[config.mk]
export PLATFORM = sky130hd
export DESIGN_NAME = alu_issue_queue_flat
export DESIGN_NICKNAME = d
export VERILOG_FILES = /design/src/rtl/alu_issue_queue_if.sv /design/src/rtl/alu_issue_queue.sv /design/src/flat_wrapper.sv
export SDC_FILE = /design/constraint.sdc
export NUM_CORES = 1
export LEC_CHECK = 0
export ABC_CLOCK_PERIOD_IN_PS = 2600
export CAP_MARGIN = 20
export CELL_PAD_IN_SITES_DETAIL_PLACEMENT = 1
export CELL_PAD_IN_SITES_GLOBAL_PLACEMENT = 2
export CORE_UTILIZATION = 45
export CTS_BUF_LIST = sky130_fd_sc_hd__clkbuf_2 sky130_fd_sc_hd__clkbuf_4 sky130_fd_sc_hd__clkbuf_8
export DETAILED_ROUTE_END_ITERATION = 16
export PLACE_DENSITY_LB_ADDON = 0.1
export RECOVER_POWER = 25
export SYNTH_ARGS = -nofsm -noshare
export SYNTH_HDL_FRONTEND = slang
export SYNTH_SLANG_ARGS = --single-unit
[constraint.sdc]
create_clock -name i_clk -period 2.6 [get_ports i_clk]
set_clock_uncertainty 0.2 [all_clocks]
set_input_delay 0.52 -clock i_clk [delete_from_list [all_inputs] [get_ports i_clk]]
set_output_delay 0.52 -clock i_clk [all_outputs]
set_load 0.02 [all_outputs]
[src/rtl/alu_issue_queue_if.sv]
// Request, ALU-drive and result-strobe bundle for alu_issue_queue.
// slave = queue side, master = requester / ALU-consumer side.
interface alu_issue_queue_if #(
  parameter int DATA_WIDTH = 8,
  parameter int CMD_WIDTH  = 4,
  parameter int TAG_WIDTH  = 4
) ();
  logic                  req_valid;
  logic                  req_ready;
  logic                  req_mode;
  logic [CMD_WIDTH-1:0]  req_cmd;
  logic [DATA_WIDTH-1:0] req_opa;
  logic [DATA_WIDTH-1:0] req_opb;
  logic                  req_cin;
  logic [1:0]            req_in_valid;
  logic [TAG_WIDTH-1:0]  acc_tag;
  logic                  alu_ce;
  logic                  alu_mode;
  logic [CMD_WIDTH-1:0]  alu_cmd;
  logic [DATA_WIDTH-1:0] alu_opa;
  logic [DATA_WIDTH-1:0] alu_opb;
  logic                  alu_cin;
  logic [1:0]            alu_in_valid;
  logic                  res_valid;
  logic [TAG_WIDTH-1:0]  res_tag;
  logic                  busy;

  modport slave (
    input  req_valid, req_mode, req_cmd,
    input  req_opa, req_opb, req_cin,
    input  req_in_valid,
    output req_ready, acc_tag, alu_ce,
    output alu_mode, alu_cmd, alu_opa,
    output alu_opb, alu_cin, alu_in_valid,
    output res_valid, res_tag, busy
  );

  modport master (
    output req_valid, req_mode, req_cmd,
    output req_opa, req_opb, req_cin,
    output req_in_valid,
    input  req_ready, acc_tag, alu_ce,
    input  alu_mode, alu_cmd, alu_opa,
    input  alu_opb, alu_cin, alu_in_valid,
    input  res_valid, res_tag, busy
  );
endinterface

[src/rtl/alu_issue_queue.sv]
// Tagged request FIFO feeding the ALU, with a post-multiply idle
// slot and a 3-deep shift tracker that strobes completing tags.
module alu_issue_queue #(
  parameter int DATA_WIDTH = 8,
  parameter int CMD_WIDTH  = 4,
  parameter int DEPTH      = 4,
  parameter int TAG_WIDTH  = 4
) (
  input  logic i_clk,
  input  logic i_rst,
  input  logic i_en,
  alu_issue_queue_if.slave bus
);
  localparam int AW = $clog2(DEPTH);
  localparam logic [AW:0] PONE = 1;

  typedef struct packed {
    logic                  mode;
    logic [CMD_WIDTH-1:0]  cmd;
    logic [DATA_WIDTH-1:0] opa;
    logic [DATA_WIDTH-1:0] opb;
    logic                  cin;
    logic [1:0]            iv;
    logic [TAG_WIDTH-1:0]  tag;
  } entry_t;

  entry_t               r_mem [DEPTH];
  logic [AW:0]          r_wptr, r_rptr;
  logic [TAG_WIDTH-1:0] r_tag;
  logic                 r_bubble;

  logic                  r_alu_mode;
  logic [CMD_WIDTH-1:0]  r_alu_cmd;
  logic [DATA_WIDTH-1:0] r_alu_opa;
  logic [DATA_WIDTH-1:0] r_alu_opb;
  logic                  r_alu_cin;
  logic [1:0]            r_alu_iv;

  logic                 r_t1_v, r_t2_v, r_t3_v;
  logic [TAG_WIDTH-1:0] r_t1_tag, r_t2_tag, r_t3_tag;
  logic                 r_res_valid;
  logic [TAG_WIDTH-1:0] r_res_tag;

  logic   w_empty, w_full, w_push, w_pop, w_mul;
  entry_t w_head;

  assign w_empty = (r_wptr == r_rptr);
  assign w_full  = (r_wptr[AW] != r_rptr[AW]) &&
                   (r_wptr[AW-1:0] == r_rptr[AW-1:0]);
  assign w_push  = bus.req_valid && !w_full;
  assign w_pop   = i_en && !w_empty && !r_bubble;
  assign w_head  = r_mem[r_rptr[AW-1:0]];
  assign w_mul   = w_head.mode &&
                   (w_head.cmd == CMD_WIDTH'(9) ||
                    w_head.cmd == CMD_WIDTH'(10));

  assign bus.req_ready    = !w_full;
  assign bus.acc_tag      = r_tag;
  assign bus.alu_ce       = i_en;
  assign bus.alu_mode     = r_alu_mode;
  assign bus.alu_cmd      = r_alu_cmd;
  assign bus.alu_opa      = r_alu_opa;
  assign bus.alu_opb      = r_alu_opb;
  assign bus.alu_cin      = r_alu_cin;
  assign bus.alu_in_valid = r_alu_iv;
  assign bus.res_valid    = r_res_valid;
  assign bus.res_tag      = r_res_tag;
  assign bus.busy         = !w_empty || r_t1_v || r_t2_v ||
                            r_t3_v || r_res_valid;

  // Entry storage; contents are don't-care until pointed at.
  always_ff @(posedge i_clk) begin
    if (w_push)
      r_mem[r_wptr[AW-1:0]] <= '{
        mode: bus.req_mode, cmd: bus.req_cmd,
        opa: bus.req_opa, opb: bus.req_opb,
        cin: bus.req_cin, iv: bus.req_in_valid,
        tag: r_tag};
  end

  // FIFO pointers and tag counter; pushes ignore EN.
  always_ff @(posedge i_clk or posedge i_rst) begin
    if (i_rst) begin
      r_wptr <= '0;
      r_rptr <= '0;
      r_tag  <= '0;
    end else begin
      if (w_push) begin
        r_wptr <= r_wptr + PONE;
        r_tag  <= r_tag + TAG_WIDTH'(1);
      end
      if (w_pop)
        r_rptr <= r_rptr + PONE;
    end
  end

  // ALU drive: head entry on issue, no-op on every other EN slot.
  always_ff @(posedge i_clk or posedge i_rst) begin
    if (i_rst) begin
      r_alu_mode <= 1'b1;
      r_alu_cmd  <= '0;
      r_alu_opa  <= '0;
      r_alu_opb  <= '0;
      r_alu_cin  <= 1'b0;
      r_alu_iv   <= 2'b00;
      r_bubble   <= 1'b0;
    end else if (i_en) begin
      if (w_pop) begin
        r_alu_mode <= w_head.mode;
        r_alu_cmd  <= w_head.cmd;
        r_alu_opa  <= w_head.opa;
        r_alu_opb  <= w_head.opb;
        r_alu_cin  <= w_head.cin;
        r_alu_iv   <= w_head.iv;
        r_bubble   <= w_mul;
      end else begin
        r_alu_mode <= 1'b1;
        r_alu_cmd  <= '0;
        r_alu_opa  <= '0;
        r_alu_opb  <= '0;
        r_alu_cin  <= 1'b0;
        r_alu_iv   <= 2'b00;
        r_bubble   <= 1'b0;
      end
    end
  end

  // Result tracker: shift toward T1, inject at depth matching latency.
  always_ff @(posedge i_clk or posedge i_rst) begin
    if (i_rst) begin
      r_t1_v      <= 1'b0;
      r_t2_v      <= 1'b0;
      r_t3_v      <= 1'b0;
      r_t1_tag    <= '0;
      r_t2_tag    <= '0;
      r_t3_tag    <= '0;
      r_res_valid <= 1'b0;
      r_res_tag   <= '0;
    end else if (i_en) begin
      r_res_valid <= r_t1_v;
      r_res_tag   <= r_t1_tag;
      r_t1_v      <= r_t2_v;
      r_t1_tag    <= r_t2_tag;
      r_t2_v      <= r_t3_v;
      r_t2_tag    <= r_t3_tag;
      r_t3_v      <= 1'b0;
      r_t3_tag    <= '0;
      if (w_pop && !w_mul) begin
        r_t2_v   <= 1'b1;
        r_t2_tag <= w_head.tag;
      end
      if (w_pop && w_mul) begin
        r_t3_v   <= 1'b1;
        r_t3_tag <= w_head.tag;
      end
    end else begin
      r_res_valid <= 1'b0;
    end
  end
endmodule

[src/flat_wrapper.sv]
// flat-port wrapper written by rule: the top's interface ports become plain ports
module alu_issue_queue_flat 
#(
  parameter int DATA_WIDTH = 8,
  parameter int CMD_WIDTH  = 4,
  parameter int DEPTH      = 4,
  parameter int TAG_WIDTH  = 4
)
  (i_clk, i_rst, i_en, bus_req_valid, bus_req_mode, bus_req_cmd, bus_req_opa, bus_req_opb, bus_req_cin, bus_req_in_valid, bus_req_ready, bus_acc_tag, bus_alu_ce, bus_alu_mode, bus_alu_cmd, bus_alu_opa, bus_alu_opb, bus_alu_cin, bus_alu_in_valid, bus_res_valid, bus_res_tag, bus_busy);
  alu_issue_queue_if #(.DATA_WIDTH(DATA_WIDTH), .CMD_WIDTH(CMD_WIDTH), .TAG_WIDTH(TAG_WIDTH)) bus_i ();
  input  logic i_clk;
  input  logic i_rst;
  input  logic i_en;
  input wire logic [$bits(bus_i.req_valid)-1:0] bus_req_valid;
  input wire logic [$bits(bus_i.req_mode)-1:0] bus_req_mode;
  input wire logic [$bits(bus_i.req_cmd)-1:0] bus_req_cmd;
  input wire logic [$bits(bus_i.req_opa)-1:0] bus_req_opa;
  input wire logic [$bits(bus_i.req_opb)-1:0] bus_req_opb;
  input wire logic [$bits(bus_i.req_cin)-1:0] bus_req_cin;
  input wire logic [$bits(bus_i.req_in_valid)-1:0] bus_req_in_valid;
  output wire logic [$bits(bus_i.req_ready)-1:0] bus_req_ready;
  output wire logic [$bits(bus_i.acc_tag)-1:0] bus_acc_tag;
  output wire logic [$bits(bus_i.alu_ce)-1:0] bus_alu_ce;
  output wire logic [$bits(bus_i.alu_mode)-1:0] bus_alu_mode;
  output wire logic [$bits(bus_i.alu_cmd)-1:0] bus_alu_cmd;
  output wire logic [$bits(bus_i.alu_opa)-1:0] bus_alu_opa;
  output wire logic [$bits(bus_i.alu_opb)-1:0] bus_alu_opb;
  output wire logic [$bits(bus_i.alu_cin)-1:0] bus_alu_cin;
  output wire logic [$bits(bus_i.alu_in_valid)-1:0] bus_alu_in_valid;
  output wire logic [$bits(bus_i.res_valid)-1:0] bus_res_valid;
  output wire logic [$bits(bus_i.res_tag)-1:0] bus_res_tag;
  output wire logic [$bits(bus_i.busy)-1:0] bus_busy;
  assign bus_i.req_valid = bus_req_valid;
  assign bus_i.req_mode = bus_req_mode;
  assign bus_i.req_cmd = bus_req_cmd;
  assign bus_i.req_opa = bus_req_opa;
  assign bus_i.req_opb = bus_req_opb;
  assign bus_i.req_cin = bus_req_cin;
  assign bus_i.req_in_valid = bus_req_in_valid;
  assign bus_req_ready = bus_i.req_ready;
  assign bus_acc_tag = bus_i.acc_tag;
  assign bus_alu_ce = bus_i.alu_ce;
  assign bus_alu_mode = bus_i.alu_mode;
  assign bus_alu_cmd = bus_i.alu_cmd;
  assign bus_alu_opa = bus_i.alu_opa;
  assign bus_alu_opb = bus_i.alu_opb;
  assign bus_alu_cin = bus_i.alu_cin;
  assign bus_alu_in_valid = bus_i.alu_in_valid;
  assign bus_res_valid = bus_i.res_valid;
  assign bus_res_tag = bus_i.res_tag;
  assign bus_busy = bus_i.busy;
  alu_issue_queue #(.DATA_WIDTH(DATA_WIDTH), .CMD_WIDTH(CMD_WIDTH), .DEPTH(DEPTH), .TAG_WIDTH(TAG_WIDTH)) u_core (.i_clk(i_clk), .i_rst(i_rst), .i_en(i_en), .bus(bus_i));
endmodule
==> reports/results.ini <==
[logic_synthesis]
synthMostInstantiatedCell=edfxtp_1
syn_avg_cell_area_um2=19.5
synth_edf_count=112
async_reset_ff_frac=0.325
synth_cell_types=33
syn_area_um2=6320
synth_top_area_cell=edfxtp_1
synth-seq-area-share=0.746
synthTopCellsByArea=edfxtp_1 (53%), dfrtp_1 (21%), mux4_2 (9.6%)
synth-seq-cells=166
yosysTopAreaCellShare=0.532
synth_cells=325
yosysWarnings=0
synthFlopType=edfxtp_1
synthesis.nets=359
synth.top_cells.by_count=edfxtp_1 (112), dfrtp_1 (53), mux4_2 (27), a22o_1 (23), nand2_1 (15)

[floorplanning]
coreArea_um2=13500
die_w_um=121
io_pins=64
rows=42
fp.dieH_um=121
dieArea_um2=14500
initial_core_util=0.470

[critical_path]
path_common_cell=clkdlybuf4s50_1
slowest_delay_ps=620
crit_family=buffers and inverters
critPathKind=input port to primary output
end_kind=primary output
cp-start-kind=input port
worstPathArrival_ps=1660
cpMaxStageDelayCell=clkdlybuf4s50_1
crit_chain=clkdlybuf4s50_1, clkdlybuf4s50_1
cp_max_fo=4
cp.required_ps=1880
crit_buf_inv=2

[cells_and_area]
antennaDiodeCount=0
largest_reg_flops=112
multi_input_area_um2=1520
nFillCells=1239
regArea_um2=4720
syn_to_final_growth_pct=22.4
drive_gt1_frac=0.234
num-nets-final=448

[timing]
layout_min_cycle_time_ps=2380
hold_viol_final=0
fin_tns_setup_ps=0
fmax_ghz=0.421
post-route-period-util=0.915
worst_pin_slew_ps=1470
setup_viol=0
rsz0062_at_grt=no
slew_headroom=0.0209
setup_slack_ps=222
slew_violations=0

[cts]
root_buffer=clkbuf_8
path_clk_slew_ps=80
hold_buffers=0
cts_sinks=166
clk_path_buf_depth=2
clkLatencyLatePin_ps=440
htree_num_levels=4
cts_buffers=17
cts_tree=done

[grt]
overflow=0
grt_pass1_wl_um=19400
antenna_found_initial=0
grt.total_usage=0.185
grt_pass1_vias=3572
grt_max_degree=55

[power]
powerDensity_nw_per_um2=1200
seqPwrFrac=0.437
power_frac_comb=0.361
p_clk_frac=0.202
ir_drop_mv=0.533
leakage_nw=2.82
switching_share=0.317
p_int_mw=6.36
p_sw_mw=2.95

[placement]
pre_cts_ws_ps=213
gp_congestion=0.706
portBuffers=63
hpwl_um=7730

[routing]
final_antenna_net_count=0
first_pass_iters=4
wl_per_cell_um=20.1
num_vias=3243
routed_wl_um=12100
vias_per_cell=5.38
first_iter_violations=147
drc=0

[run_status]
outcome=completed

[min_path]
hold_path.class=register to register

[job]
drv_cap=0

kinds of logic after synthesis:
kind of cell	synth area share
flip-flops	0.746
AO/OA/AOI/OAI	0.0572
multiplexers	0.120
AND/OR/NAND/NOR	0.0293
buffers and inverters	0.0168
XOR/XNOR	0.0192
adder cells (fa/ha/maj)	0.0119
metal layers:
layer / track usage / routed length, µm / up-vias
met5: 0 / 0 / -
met4: 0.0764 / 176 / 0
met3: 0.0392 / 405 / 13
met2: 0.306 / 6090 / 74
met1: 0.239 / 5460 / 1700
li1: - / - / 1456
area by class of cell:
cell class	instances	share of cell area
clock buffers	23	0.0360
clock inverters	9	0.0165
inverters	6	0.00291
multi-input cells	136	0.196
flip-flops and latches	166	0.609
well taps	176	0.0284
repair buffers	87	0.111
path summary, 6_finish.rpt:
check,start,end,slack [ps],depth (start not counted)
setup / recovery,i_en,bus_alu_ce,220,2
hold / removal,u_core.r_t3_tag[3],u_core.r_t3_tag[3],300,1
setup reg to reg,u_core.r_rptr[0],u_core.r_t2_tag[0],260,5
hold reg to reg,u_core.r_t3_tag[3],u_core.r_t3_tag[3],300,1
max in group asynchronous,i_rst,u_core.r_rptr[0],400,3
min in group asynchronous,i_rst,u_core.bus.alu_opb[6],820,3
power by group through the flow:
stage,Combinational (mW),Clock (mW),Sequential [mW]
after global routing,3.66,2.01,4.16
after floorplan,1.82,0,4.31
after CTS,3.43,1.93,4.09
final,3.36,1.88,4.07
after global placement,3.34,0,4.07
after detailed placement,3.40,0,4.12
metrics by stage:
step / util / cells / hold slack [ps] / cell area, µm² / total power, mW
after global routing: 0.576 / 603 / 310 / 7740 / 9.82
after CTS: 0.577 / 603 / 245 / 7760 / 9.45
final: 0.576 / 603 / 304 / 7740 / 9.31
after global placement: 0.545 / 571 / 271 / 7330 / 7.41
after detailed placement: 0.545 / 571 / 278 / 7330 / 7.52
after floorplan: - / 325 / 255 / 6320 / 6.14
cell usage in the layout (no fill, tap or decap), types with 5 or more instances in the layout:
cell type	netlist	routed
clkdlybuf4s50_1	0	53
a22o_1	23	23
inv_1	6	5
xor2_1	5	5
xnor2_1	7	6
mux4_2	27	27
mux2_2	11	11
dlygate4sd3_1	0	8
nand2_1	15	15
dfrtp_1	53	52
and2_1	9	9
clkbuf_8	0	17
clkbuf_4	0	6
buf_4	1	19
ha_1	6	6
edfxtp_1	112	112
o211ai_1	8	8
repair_timing:
action | 4_1_cts | 5_1_grt
setup buffers | 0 | 0
setup endpoints to repair | 2 | 0
resized for setup | 4 | 0
(Power assumes the default switching activity.)
